File: src/rtl/sram_arbiter.sv
// rtl/sram_arbiter.sv - two-requester arbiter and sequencer for a single-port synchronous SRAM
// Build option: SRAM_ARB_FIXED_PRI_EN selects fixed priority (requester 0 wins ties) instead of round-robin.
module sram_arbiter #(
   parameter int ADDR_WIDTH = 8,
   parameter int DATA_WIDTH = 32
) (
   input  logic                  clk,
   input  logic                  rst,
   input  logic                  req0_valid,
   output logic                  req0_ready,
   input  logic                  req0_rwb,
   input  logic [ADDR_WIDTH-1:0] req0_addr,
   input  logic [DATA_WIDTH-1:0] req0_wdata,
   output logic                  rsp0_valid,
   output logic [DATA_WIDTH-1:0] rsp0_rdata,
   input  logic                  req1_valid,
   output logic                  req1_ready,
   input  logic                  req1_rwb,
   input  logic [ADDR_WIDTH-1:0] req1_addr,
   input  logic [DATA_WIDTH-1:0] req1_wdata,
   output logic                  rsp1_valid,
   output logic [DATA_WIDTH-1:0] rsp1_rdata,
   output logic [ADDR_WIDTH-1:0] sram_addr,
   output logic                  sram_rwb,
   output logic [DATA_WIDTH-1:0] sram_data_o,
   output logic                  sram_data_oe,
   input  logic [DATA_WIDTH-1:0] sram_data_i,
   output logic                  busy
);

   typedef enum logic [1:0] {IDLE, ACCESS, CAPTURE, RESP} state_t;

   state_t                state, state_nxt;
   logic                  cur_id;
   logic                  cur_rwb;
   logic [ADDR_WIDTH-1:0] cur_addr;
   logic [DATA_WIDTH-1:0] cur_wdata;
   logic                  grant_valid;
   logic                  grant_id;
   logic                  accept;

`ifdef SRAM_ARB_FIXED_PRI_EN
   always_comb begin
      grant_valid = req0_valid | req1_valid;
      grant_id    = ~req0_valid;
   end
`else
   logic last_grant;

   // On a tie the requester that was not served last time wins.
   always_comb begin
      grant_valid = req0_valid | req1_valid;
      if (req0_valid && req1_valid)
         grant_id = ~last_grant;
      else
         grant_id = req1_valid;
   end

   always_ff @(posedge clk or posedge rst) begin
      if (rst)
         last_grant <= 1'b1;
      else if (accept)
         last_grant <= grant_id;
   end
`endif

   assign accept = (state == IDLE) && grant_valid;

   always_comb begin
      state_nxt    = state;
      req0_ready   = 1'b0;
      req1_ready   = 1'b0;
      sram_addr    = '0;
      sram_rwb     = 1'b0;
      sram_data_oe = 1'b0;
      sram_data_o  = '0;
      rsp0_valid   = 1'b0;
      rsp1_valid   = 1'b0;
      case (state)
         IDLE: begin
            if (grant_valid) begin
               req0_ready = ~grant_id;
               req1_ready = grant_id;
               state_nxt  = ACCESS;
            end
         end
         ACCESS: begin
            sram_addr    = cur_addr;
            sram_rwb     = cur_rwb;
            sram_data_oe = cur_rwb;
            sram_data_o  = cur_rwb ? cur_wdata : '0;
            state_nxt    = cur_rwb ? RESP : CAPTURE;
         end
         CAPTURE: begin
            sram_addr = cur_addr;
            state_nxt = RESP;
         end
         RESP: begin
            rsp0_valid = ~cur_id;
            rsp1_valid = cur_id;
            state_nxt  = IDLE;
         end
         default: state_nxt = IDLE;
      endcase
   end

   assign busy = (state != IDLE);

   always_ff @(posedge clk or posedge rst) begin
      if (rst) begin
         state      <= IDLE;
         cur_id     <= 1'b0;
         cur_rwb    <= 1'b0;
         cur_addr   <= '0;
         cur_wdata  <= '0;
         rsp0_rdata <= '0;
         rsp1_rdata <= '0;
      end else begin
         state <= state_nxt;
         if (accept) begin
            cur_id    <= grant_id;
            cur_rwb   <= grant_id ? req1_rwb   : req0_rwb;
            cur_addr  <= grant_id ? req1_addr  : req0_addr;
            cur_wdata <= grant_id ? req1_wdata : req0_wdata;
         end
         // Read data is presented by the SRAM during CAPTURE, one edge after the access.
         if (state == CAPTURE) begin
            if (cur_id)
               rsp1_rdata <= sram_data_i;
            else
               rsp0_rdata <= sram_data_i;
         end
      end
   end

endmodule

File: config.mk
export PLATFORM = sky130hd
export DESIGN_NAME = sram_arbiter
export DESIGN_NICKNAME = d
export VERILOG_FILES = /design/src/rtl/sram_arbiter.sv
export SDC_FILE = /design/constraint.sdc
export NUM_CORES = 1
export LEC_CHECK = 0
export CELL_PAD_IN_SITES_DETAIL_PLACEMENT = 2
export CELL_PAD_IN_SITES_GLOBAL_PLACEMENT = 2
export CORE_ASPECT_RATIO = 1.75
export CORE_UTILIZATION = 27
export CTS_CLUSTER_SIZE = 28
export DETAILED_ROUTE_END_ITERATION = 6
export GPL_ROUTABILITY_DRIVEN = 1
export GPL_TIMING_DRIVEN = 0
export PLACE_DENSITY = 0.95
export RECOVER_POWER = 25
export SLEW_MARGIN = 10
export SYNTH_ARGS = -nofsm -noshare
export SYNTH_HDL_FRONTEND = slang
export SYNTH_SLANG_ARGS = --single-unit
File: constraint.sdc
create_clock -name clk -period 7.8 [get_ports clk]
set_input_delay 0.78 -clock clk [delete_from_list [all_inputs] [get_ports clk]]
set_output_delay 0.78 -clock clk [all_outputs]
set_load 0.01 [all_outputs]
==> summary.md <==
| Metric | Value |
|---|---|
| Number of top-level pins | roughly 230 |
| Hold_buf cts | 0 |
| Largest stage delay on the critical path | about 0.63 ns |
| Critical Setup Path Class | in2out |
| Number of inserted diodes | 0 |
| Vias after detailed routing | 4,091 |
| Number of hold violations in the final report | 0 |
| Combinational family with the most area after synthesis | multiplexers |
| Final HPWL from detailed placement | 14,600 um |
| CTS root buf | clkbuf_16 |
| Share of the yosys chip area belonging to registers | 0.573 |
| Initial core utilization | 0.278 |
| Number of filler instances in the final layout | about 1,700 |
| Fin crit share | 0.468 |
| Max Root-Sink Buffers | 2 |
| Initial antenna violation count | 0 |
| Final total negative setup slack | 0 ns |
| Post-synthesis register bit count | 109 |
| Slew Limit Fails | 34 |
| Net count of the finished layout | ~750 |
| Number of setup violations in the final report | 0 |
| GR Util All Layers | 0.204 |
| Simple-gate portion of the synthesized area | 0.122 |
| Minimum setup slack in the final design | 4.15 ns |
| Area fraction in compound gates after synthesis | 0.103 |
| Largest area contributor in the netlist | dfrtp_1 |
| Area share of the leading cell type in the synthesized netlist | 0.567 |
| Number of buffers inserted by post-CTS setup repair | 0 |
| # H-tree levels | 3 |
| Violated checks | capacitance limit, slew limit |
| Number of cells in the finished layout apart from fillers | roughly 860 |
| Top post-synthesis cells by area | dfrtp_1, mux2_2, and3_1 |
| Length of the first detailed-routing pass in iterations | 4 |
| Core ar. | around 17,000 um2 |
| Footprint of the flip-flops and latches | about 2700 um2 |
| Setup repair after global routing missed its margin | no |
| TritonCTS clock tree | done |
| Sinks on the clock net | ~110 |
| Area share of fa/ha/maj cells after synthesis | 0.0105 |
| Post-cts gate resize count | 0 |
| XOR/XNOR share of the synthesized area | 0 |
| Post-route cell area | roughly 7600 um2 |
| Series of cell instances along the critical path | dlygate4sd3_1, o21ai_2, clkbuf_1, nor2_1, clkdlybuf4s50_1 |
| YS warnings | 0 |
| Total standard cell area after synthesis | between 4000 and 5000 um2 |
| Type of origin of the critical path | primary input |
| Layout area overhead | 60.4% |
| Shortest period the worst path allows | approximately 3.7 ns |
| Vias per std cell | ~4.8 |
| Port-buffer cells | approximately 230 |
| Worst setup EP type | primary output |
| Max Clock Freq | between 0.2 and 0.3 GHz |
| Run status | finished, violations left |
| Slowest-stage cell, CP | dlygate4sd3_1 |
| Most common cell after layout, fill and taps aside | clkdlybuf4s50_1 |
| Net Count, Synth | between 500 and 600 |
| Leakage power | between 3 and 4 nW |
| Final WL | 18,000 um |
| Count of max-cap constraint violations | 1 |
| Most frequent cells in the layout | clkdlybuf4s50_1, dfrtp_1, mux2_2 |
| Number of placement rows | 63 |
| Overflow after GRT | 0 |
| Arrival @ worst endpoint | 2.87 ns |
| Number of placed instances, taps included | 841 |
| Footprint of the multi-input gates | ~1800 um2 |
| Clock insertion delay at the later pin of the skew report | approximately 0.35 ns |
| Final clock skew | about 0.010 ns |
| Worst IR Drop VDD | around 170 uV |
| Worst hold-check path type | reg2reg |
| Fraction of layout instances using a drive strength above 1 | 0.167 |
| Total die area | approximately 18,000 um2 |
| Antenna-violating nets left | 0 |
| Power per Cell Area | between 300 and 400 nW/um2 |
| Horizontal die dimension | about 100 um |
| Worst slack at placement | around 4.2 ns |
| Clock-pin slew reported for the worst setup and hold paths after clock tree synthesis | about 0.080 ns |
| Library cells used by synthesis | 27 |
| Cell area reported after detailed placement | roughly 7400 um2 |
| Violation count after the first detailed-routing iteration | 114 |
| Max FO, Critical Path | 10 |
| Via count of the first global-routing pass | 4,853 |
| Routed WL per cell | 21.0 um |
| Slew at the pin closest to its max-slew limit | around 1.7 ns |
| Mean post-synth cell area | between 10 and 15 um2 |
| Overall die height | about 180 um |
| Worst max-slew margin expressed relative to the limit | -0.109 |
| Number of buffers created by CTS | 9 |
| RePlAce Congestion | 0.780 |
| Cell count after synthesis | between 300 and 400 |
| Number of remaining DRC errors | 0 |
| Multiplexer area fraction after synthesis | 0.151 |
| Wire length of the first global-routing pass | around 28,000 um |
| Pin count of the biggest net entering global routing | between 70 and 80 |
| Data required, critical path | 7.02 ns |
## kinds of logic after synthesis
group / Yosys count
and+or+nand+nor: 106
adders and majority gates: 4
muxes: 64
buffers and inverters: 35
AOI/OAI and AO/OA: 68
DFF: 109
## path summary, 6_finish.rpt
check | start | to | slack (ns) | cells past startpoint
setup reg to reg | state[0] | cur_wdata[4] | 5.88 | 8
setup / recovery | req1_valid | req0_ready | 4.15 | 5
min in group asynchronous | rst | rsp0_rdata[14] | 1.30 | 2
hold reg to reg | rsp0_rdata[22] | rsp0_rdata[22] | 0.49 | 1
max in group asynchronous | rst | last_grant | 5.47 | 3
hold / removal | rsp0_rdata[22] | rsp0_rdata[22] | 0.49 | 1
## per-layer routing
layer	part of all wire	vias up	global-route usage
met4	0.019	0	0.0554
met2	0.60	156	0.409
met1	0.34	2054	0.206
met3	0.045	17	0.0386
li1	-	1864	-
met5	0	-	0
## power by group
group	total, mW	internal [mW]	switching [mW]
Sequential	1.03	0.860	0.174
Clock	0.451	0.225	0.226
Combinational	1.50	0.838	0.663
## worst max-delay path: cells and delay by family
family                 cells  cell delay [ns]
AO/OA/AOI/OAI              1             0.35
buffers and inverters      3             1.63
AND/OR/NAND/NOR            1             0.10
## registers in the layout, indices dropped and copies added (netlist names)
name	cells
cur_addr	8
cur_id	1
cur_rwb	1
cur_wdata	32
last_grant	1
rsp0_rdata	32
rsp1_rdata	32
state	2
## cell usage after synthesis, drive strengths merged
| master | number |
|---|---|
| dfrtp | 108 |
| mux2 | 64 |
| and3 | 57 |
| a21oi | 33 |
| a221o | 25 |
| buf | 19 |
| nand2 | 18 |
| nor2 | 18 |
| clkbuf | 12 |
| and2 | 10 |
| o21ai | 5 |
| ha | 4 |
| inv | 4 |
| a21bo | 1 |
| a21boi | 1 |
| a21o | 1 |
| a31oi | 1 |
| dfstp | 1 |
| nand2b | 1 |
| nor2b | 1 |
| o21a | 1 |
| or3b | 1 |
## metrics by stage
| stage | power (mW) | util | hold WS [ns] |
|---|---|---|---|
| floorplan | 1.74 | - | 0.470 |
| global placement | 2.45 | 0.428 | 0.477 |
| detailed placement | 2.58 | 0.430 | 0.481 |
| CTS | 3.04 | 0.447 | 0.500 |
| global route | 3.18 | 0.447 | 0.515 |
| finish | 2.99 | 0.447 | 0.493 |
## layout make-up
| cell class | count | area share |
|---|---|---|
| plain buffers | 31 | 0.0226 |
| clock buffers | 9 | 0.0295 |
| clock inverters | 7 | 0.00884 |
| inverters | 4 | 0.00213 |
| multi-input cells | 242 | 0.242 |
| flip-flops and latches | 109 | 0.357 |
| well taps | 227 | 0.0372 |
| repair buffers | 228 | 0.301 |
(Power assumes the default switching activity.)
